## src/rtl/darktimer_pkg.sv

```systemverilog
// darktimer_pkg: register map offsets, CTRL bit layout and the channel control type
// shared by the timer top and its channel instances.
package darktimer_pkg;

    localparam int WORD_STATUS  = 0;
    localparam int WORD_MASK    = 1;
    localparam int CH_BASE      = 4;
    localparam int CH_STRIDE    = 4;
    localparam int SUB_RELOAD   = 0;
    localparam int SUB_CTRL     = 1;
    localparam int SUB_COUNT    = 2;

    localparam int CTRL_EN      = 0;
    localparam int CTRL_ONESHOT = 1;

    // Field order mirrors the CTRL word: bit1 ONESHOT, bit0 EN.
    typedef struct packed {
        logic oneshot;
        logic en;
    } chan_ctrl_t;

    function automatic chan_ctrl_t ctrl_from_word(input logic [31:0] word);
        chan_ctrl_t c;
        c.en      = word[CTRL_EN];
        c.oneshot = word[CTRL_ONESHOT];
        return c;
    endfunction

endpackage

```

## src/rtl/darktimer_chan.sv

```systemverilog
// darktimer_chan: one down-counter channel with its RELOAD and CTRL registers; o_expire
// is high in every enabled cycle in which the count sits at zero.
module darktimer_chan
    import darktimer_pkg::*;
#(
    parameter int              CW         = 32,
    parameter logic            RST_EN     = 1'b0,
    parameter logic [CW-1:0]   RST_RELOAD = {CW{1'b0}}
) (
    input  logic          i_clk,
    input  logic          i_res,
    input  logic          i_wr_reload,
    input  logic          i_wr_ctrl,
    input  logic [3:0]    i_be,
    input  logic [31:0]   i_wdata,
    output logic [CW-1:0] o_reload,
    output chan_ctrl_t    o_ctrl,
    output logic [CW-1:0] o_count,
    output logic          o_expire
);

    localparam logic [CW-1:0] CNT_ONE = CW'(1);

    logic [CW-1:0] r_reload;
    logic [CW-1:0] r_cnt;
    chan_ctrl_t    r_ctrl;

    logic [CW-1:0] w_cnt_next;
    logic [CW-1:0] w_reload_wdata;
    chan_ctrl_t    w_ctrl_next;
    chan_ctrl_t    w_ctrl_wdata;
    logic          w_zero;
    logic          w_unused;

    assign w_zero       = (r_cnt == '0);
    assign w_ctrl_wdata = ctrl_from_word(i_wdata);

    for (genvar b = 0; b < CW; b++) begin : g_bit
        assign w_reload_wdata[b] = i_be[b/8] ? i_wdata[b] : r_reload[b];
    end

    always_comb begin
        // NOTE: every next-state signal gets a default first, so no path leaves one unassigned and no latch is inferred.
        w_cnt_next  = r_cnt;
        w_ctrl_next = r_ctrl;
        if (r_ctrl.en) begin
            if (!w_zero)
                w_cnt_next = r_cnt - CNT_ONE;
            else if (r_ctrl.oneshot)
                w_ctrl_next.en = 1'b0;
            else
                w_cnt_next = r_reload;
        end
        // A CTRL write overrides counting only when it starts or stops the channel.
        if (i_wr_ctrl && i_be[0]) begin
            w_ctrl_next = w_ctrl_wdata;
            if (!w_ctrl_wdata.en)
                w_cnt_next = r_cnt;
            else if (!r_ctrl.en)
                w_cnt_next = r_reload;
        end
    end

    always_ff @(posedge i_clk) begin
        // NOTE: state registers use non-blocking assignments so all flops update together at the edge.
        if (i_res) begin
            r_reload <= RST_RELOAD;
            r_cnt    <= RST_RELOAD;
            r_ctrl   <= '{oneshot: 1'b0, en: RST_EN};
        end else begin
            r_cnt  <= w_cnt_next;
            r_ctrl <= w_ctrl_next;
            if (i_wr_reload)
                r_reload <= w_reload_wdata;
        end
    end

    assign o_reload = r_reload;
    assign o_ctrl   = r_ctrl;
    assign o_count  = r_cnt;
    assign o_expire = r_ctrl.en && w_zero;

    assign w_unused = ^i_wdata;

endmodule

```

## src/rtl/darktimer.sv

```systemverilog
// darktimer: NCH-channel timer with pending/mask interrupt logic and a word-addressed
// register file on the darksocv IO bus.
module darktimer
    import darktimer_pkg::*;
#(
    parameter int NCH          = 4,
    parameter int CW           = 32,
    parameter int RESET_RELOAD = 99
) (
    input  logic           CLK,
    input  logic           RES,
    input  logic           RD,
    input  logic           WR,
    input  logic [7:0]     ADDR,
    input  logic [3:0]     BE,
    input  logic [31:0]    DATAI,
    output logic [31:0]    DATAO,
    output logic           RACK,
    output logic           WACK,
    output logic           IRQ,
    output logic [NCH-1:0] IRQV
);

    int             w_word;
    int             w_rel;
    int             w_ch_idx;
    int             w_sub;
    logic           w_ch_sel;
    logic [NCH-1:0] w_expire;
    logic [NCH-1:0] w_pend_clr;
    logic [31:0]    w_rd_chain [NCH+1];
    logic [31:0]    w_rdata;
    logic           w_unused;

    logic [NCH-1:0] r_pend;
    logic [NCH-1:0] r_mask;
    logic [31:0]    r_datao;
    logic           r_rack;

    always_comb begin
        w_word   = int'(ADDR[7:2]);
        w_rel    = w_word - CH_BASE;
        w_ch_idx = w_rel / CH_STRIDE;
        w_sub    = w_rel % CH_STRIDE;
        w_ch_sel = (w_word >= CH_BASE) && (w_ch_idx < NCH);
    end

    assign w_rd_chain[0] = '0;

    for (genvar n = 0; n < NCH; n++) begin : g_ch
        localparam logic [CW-1:0] RST_RELOAD = (n == 0) ? CW'(RESET_RELOAD) : {CW{1'b0}};

        logic          w_hit;
        logic [CW-1:0] w_reload;
        logic [CW-1:0] w_count;
        chan_ctrl_t    w_ctrl;
        logic [31:0]   w_rd;

        assign w_hit = w_ch_sel && (w_ch_idx == n);

        darktimer_chan #(
            .CW         (CW),
            .RST_EN     (n == 0),
            .RST_RELOAD (RST_RELOAD)
        ) u_chan (
            .i_clk       (CLK),
            .i_res       (RES),
            .i_wr_reload (WR && w_hit && (w_sub == SUB_RELOAD)),
            .i_wr_ctrl   (WR && w_hit && (w_sub == SUB_CTRL)),
            .i_be        (BE),
            .i_wdata     (DATAI),
            .o_reload    (w_reload),
            .o_ctrl      (w_ctrl),
            .o_count     (w_count),
            .o_expire    (w_expire[n])
        );

        always_comb begin
            w_rd = '0;
            if (w_hit) begin
                case (w_sub)
                    SUB_RELOAD: w_rd = 32'(w_reload);
                    SUB_CTRL:   w_rd = 32'(w_ctrl);
                    SUB_COUNT:  w_rd = 32'(w_count);
                    default:    w_rd = '0;
                endcase
            end
        end

        // Only the addressed channel contributes, so OR-chaining forms the read mux.
        assign w_rd_chain[n+1] = w_rd_chain[n] | w_rd;
    end

    always_comb begin
        w_pend_clr = '0;
        if (WR && (w_word == WORD_STATUS) && BE[0])
            w_pend_clr = DATAI[NCH-1:0];
    end

    always_comb begin
        w_rdata = w_rd_chain[NCH];
        if (w_word == WORD_STATUS)
            w_rdata = 32'(r_pend);
        else if (w_word == WORD_MASK)
            w_rdata = 32'(r_mask);
    end

    always_ff @(posedge CLK) begin
        if (RES) begin
            r_pend  <= '0;
            r_mask  <= '0;
            r_datao <= '0;
            r_rack  <= 1'b0;
        end else begin
            // Expiry is applied after the clear so a same-cycle set survives.
            r_pend <= (r_pend & ~w_pend_clr) | w_expire;
            if (WR && (w_word == WORD_MASK) && BE[0])
                r_mask <= DATAI[NCH-1:0];
            if (RD)
                r_datao <= w_rdata;
            r_rack <= RD;
        end
    end

    assign DATAO = r_datao;
    assign RACK  = r_rack;
    assign WACK  = WR;
    assign IRQV  = r_pend & r_mask;
    assign IRQ   = |IRQV;

    assign w_unused = ^ADDR[1:0];

endmodule

```

## config.mk

```make
export PLATFORM = sky130hd
export DESIGN_NAME = darktimer
export DESIGN_NICKNAME = d
export VERILOG_FILES = /design/src/rtl/darktimer_pkg.sv /design/src/rtl/darktimer_chan.sv /design/src/rtl/darktimer.sv
export SDC_FILE = /design/constraint.sdc
export NUM_CORES = 1
export LEC_CHECK = 0
export CORE_AREA = 2 2 246 248
export DETAILED_ROUTE_END_ITERATION = 12
export DIE_AREA = 0 0 248 250
export GPL_TIMING_DRIVEN = 0
export PLACE_DENSITY = 0.51
export SLEW_MARGIN = 15
export SYNTH_ARGS = -nofsm -noshare
export SYNTH_HDL_FRONTEND = slang
export SYNTH_HIERARCHICAL = 1
export SYNTH_SLANG_ARGS = --single-unit
```

## constraint.sdc

```tcl
create_clock -name CLK -period 7.35 [get_ports CLK]
set_input_delay 1.8375 -clock CLK [delete_from_list [all_inputs] [get_ports CLK]]
set_output_delay 1.8375 -clock CLK [all_outputs]
set_load 0.02 [all_outputs]
```

==> results.sh <==
export IMPL_syn_area_per_cell_sq_um=7.89
export IMPL_vias_per_cell=6.61
export IMPL_cp_start_kind="input port"
export IMPL_period_share_pct=94.7
export IMPL_drive_above_1_share_pct=10.8
export IMPL_slew_viol_final=0
export IMPL_synth_top_family_by_area="compound AO/OA/AOI/OAI gates"
export IMPL_slew_headroom_pct=27.2
export IMPL_ys_seq_area_share_pct=29.7
export IMPL_dr_max_layer_used="met5"
export IMPL_dieArea_sq_um=62000
export IMPL_ant_nets=0
export IMPL_period_needed_ns=6.96
export IMPL_arrival_ns=7.49
export IMPL_synthAdderAreaFrac_pct=1.16
export IMPL_num_nets_final=2802
export IMPL_area_growth_syn_to_layout_pct=16.3
export IMPL_synthArstFlopShare_pct=0
export IMPL_synth_area_sq_um=20600
export IMPL_clkSinkCount=305
export IMPL_hold_ws_ns=0.454
export IMPL_comb_power_share_pct=9.5
export IMPL_port_buffers=78
export IMPL_power_density_nw_per_um2=176
export IMPL_synthesis_nets=2676
export IMPL_worstSetupPathType="in -> reg"
export IMPL_muxShareOfSynthArea_pct=6.09
export IMPL_switching_share_pct=28.1
export IMPL_firstDrtPassIters=8
export IMPL_fmax_mhz=144
export IMPL_placed_cells=3470
export IMPL_tightest_slew_ns=1.09
export IMPL_p_sw_mw=1.18
export IMPL_fin_cells=3551
export IMPL_cpMaxStageDelayCell="buf_1"
export IMPL_core_sq_um=59600
export IMPL_io_pin_count=87
export IMPL_drc=0
export IMPL_worstPathCellList="clkdlybuf4s50_1 -> nor2_2 -> clkbuf_2 -> buf_1 -> nor2_1 -> ha_1 -> and2b_2 -> nand3b_1 -> ha_1 -> nor4b_1 -> nand4_1 -> a2111oi_4 -> o21ai_4 -> nor3_4 -> buf_12 -> nand3b_1 -> and2_0 -> clkbuf_1 -> nand2_1 -> a21oi_1 -> o22ai_1"
export IMPL_wl_per_cell_microns=28.8
export IMPL_end_kind="flip-flop"
export IMPL_routed_via_count=23458
export IMPL_fin_skew_ns=0.0266
export IMPL_grt_pass1_wl_microns=148000
export IMPL_yosysWarnings=6
export IMPL_layout_commonest_cell="dfxtp_1"
export IMPL_drv_cap=0
export IMPL_path_max_fanout=10
export IMPL_die_y_microns=250
export IMPL_gp_congestion=1.01
export IMPL_clock_path_buffers=3
export IMPL_grt_antenna_before_repair=8
export IMPL_dpl_worst_slack_ns=-1.71
export IMPL_clk_latency_ns=0.60
export IMPL_ir_worst_vdd_uv=153
export IMPL_synth_ff_type="dfxtp_1"
export IMPL_design_area_sq_um=23900
export IMPL_synth_compound_area_share_pct=29.8
export IMPL_regArea_sq_um=6110
export IMPL_final_core_util_pct=40.2
export IMPL_p_leak_nw=7.60
export IMPL_synth_cell_types=91
export IMPL_finalWorstSetupSlack_ns=0.389
export IMPL_ys_ff_latch=305
export IMPL_setup_viol=0
export IMPL_grt_max_degree=25
export IMPL_finalPower_mw=4.21
export IMPL_syn_instance_count=2609
export IMPL_multiInputGateArea_sq_um=13300
export IMPL_synth_edf_count=0
export IMPL_grt_usage_pct=32.1
export IMPL_hold_viol=0
export IMPL_cts_clk_slew_worst_paths_ns=0.06
export IMPL_wirelength_microns=102000
export IMPL_cp_data_required_time_ns=7.88
export IMPL_layout_common_cells="dfxtp_1 (305), nand2_1 (262), nand3_1 (183), nor2_1 (178), a21oi_1 (175)"
export IMPL_drt_iter0_drc=2953
export IMPL_grt_pass1_vias=21582
export IMPL_n_fill_cell=6169
export IMPL_rsz0062_at_grt="false"
export IMPL_numCtsBuffers=41
export IMPL_hpwl_microns=75900
export IMPL_cts_tree="done"
export IMPL_root_buffer="clkbuf_16"
export IMPL_tns_ns=0
export IMPL_route_met2_wl_microns=44800
export IMPL_p_clk_share_pct=50.7
export IMPL_row_count=90
export IMPL_fp_dieW_microns=248
export IMPL_status="finished clean"
export IMPL_hold_class="reg -> reg"
export IMPL_synth_simple_gate_area_share_pct=24.9
export IMPL_grt_overflow=0
export IMPL_p_int_mw=3.03
export IMPL_placed_cell_area_sq_um=22300
export IMPL_initial_core_util_pct=34.5
export IMPL_cpPeakStageDelay_ns=0.55
export IMPL_p_seq_share_pct=39.8
export IMPL_met3WireLength_microns=10000
export IMPL_synthXorXnorAreaFrac_pct=2.17
export IMPL_htreeDepth=2
export IMPL_met1_length_microns=40800
==> state kept, by name (all words and copies together), names as in the netlist <==
| register | cells |
|---|---|
| g_ch.u_chan/o_count | 128 |
| r_mask | 4 |
| DATAO | 32 |
| g_ch.u_chan/o_ctrl | 8 |
| RACK | 1 |
| r_pend | 4 |
| g_ch.u_chan/o_reload | 128 |
==> power by group through the flow <==
stage,sequential [mW],clock (mW),combinational [mW]
2_1_floorplan,1.70,0,0.212
3_3_place_gp,1.71,0,0.375
3_5_place_dp,1.71,0,0.377
4_1_cts,1.67,2.16,0.383
5_1_grt,1.67,2.22,0.413
6_report,1.67,2.13,0.400
==> synthesized netlist by cell type, types with 23 or more instances <==
cell,n,share of area (%)
a32oi_1,116,4.9
a22oi_1,72,2.6
dfxtp_1,305,30
o21a_1,23,0.84
nor4_1,30,0.91
nor3_1,60,1.5
nand2_1,265,4.8
a31oi_1,33,1.0
nor2b_1,32,0.97
clkbuf_1,175,3.2
nor2_1,179,3.3
mux2_2,33,1.8
a21oi_1,178,4.3
mux2i_1,88,4.3
nand4_1,55,1.7
o21ai_0,58,1.4
xnor2_1,28,1.2
a211oi_1,71,2.6
nand3_1,183,4.5
o22ai_1,118,3.6
buf_2,43,1.0
==> cell type report <==
| class | count | share of cell area [%] |
|---|---|---|
| plain buffers | 256 | 4.98 |
| inverters | 22 | 0.345 |
| repair buffers | 89 | 3.67 |
| flip-flops and latches | 305 | 25.5 |
| diodes | 4 | 0.0418 |
| multi-input cells | 2020 | 55.5 |
| clock inverters | 20 | 1.03 |
| clock buffers | 53 | 4.82 |
| well taps | 782 | 4.09 |
==> routing by layer <==
metal | GRT usage (%) | vias up
met5 | 0.556 | -
met4 | 17.9 | 14
met3 | 7.97 | 296
met2 | 49.0 | 1367
met1 | 41.0 | 11442
li1 | - | 10339
==> worst paths after layout <==
check                            startpoint                    endpoint  slack (ns)  cells past startpoint
hold / removal                    DATAO[31]                   DATAO[31]        0.45                      2
hold reg to reg                   DATAO[31]                   DATAO[31]        0.45                      2
setup reg to reg  g_ch[3].u_chan/o_count[0]  g_ch[3].u_chan/o_count[22]        4.26                      7
setup / recovery                    ADDR[3]  g_ch[2].u_chan/o_count[24]        0.39                     21
==> timing repair <==
action                     in CTS  in global routing
pin swaps                       4                  3
setup endpoints to repair     130                147
setup buffers                   7                  3
gates resized for setup        27                 17
hold buffers                    0                  0
gates cloned                    0                  0
==> cell families (layout without fill, tap and decap cells) <==
group,Yosys count,after routing
other cells,0,4
flops,305,305
xor+xnor,50,50
compound gates,865,865
fa+ha+maj,19,19
mux,121,121
simple gates,965,965
buf+inv,284,440
==> critical path, delay by kind of cell <==
| family | cells | cell delay [ns] |
|---|---|---|
| simple gates | 10 | 2.47 |
| fa+ha+maj | 2 | 0.35 |
| compound gates | 4 | 0.75 |
| buf+inv | 5 | 2.06 |
No activity file was read; power rests on OpenSTA's default activity.
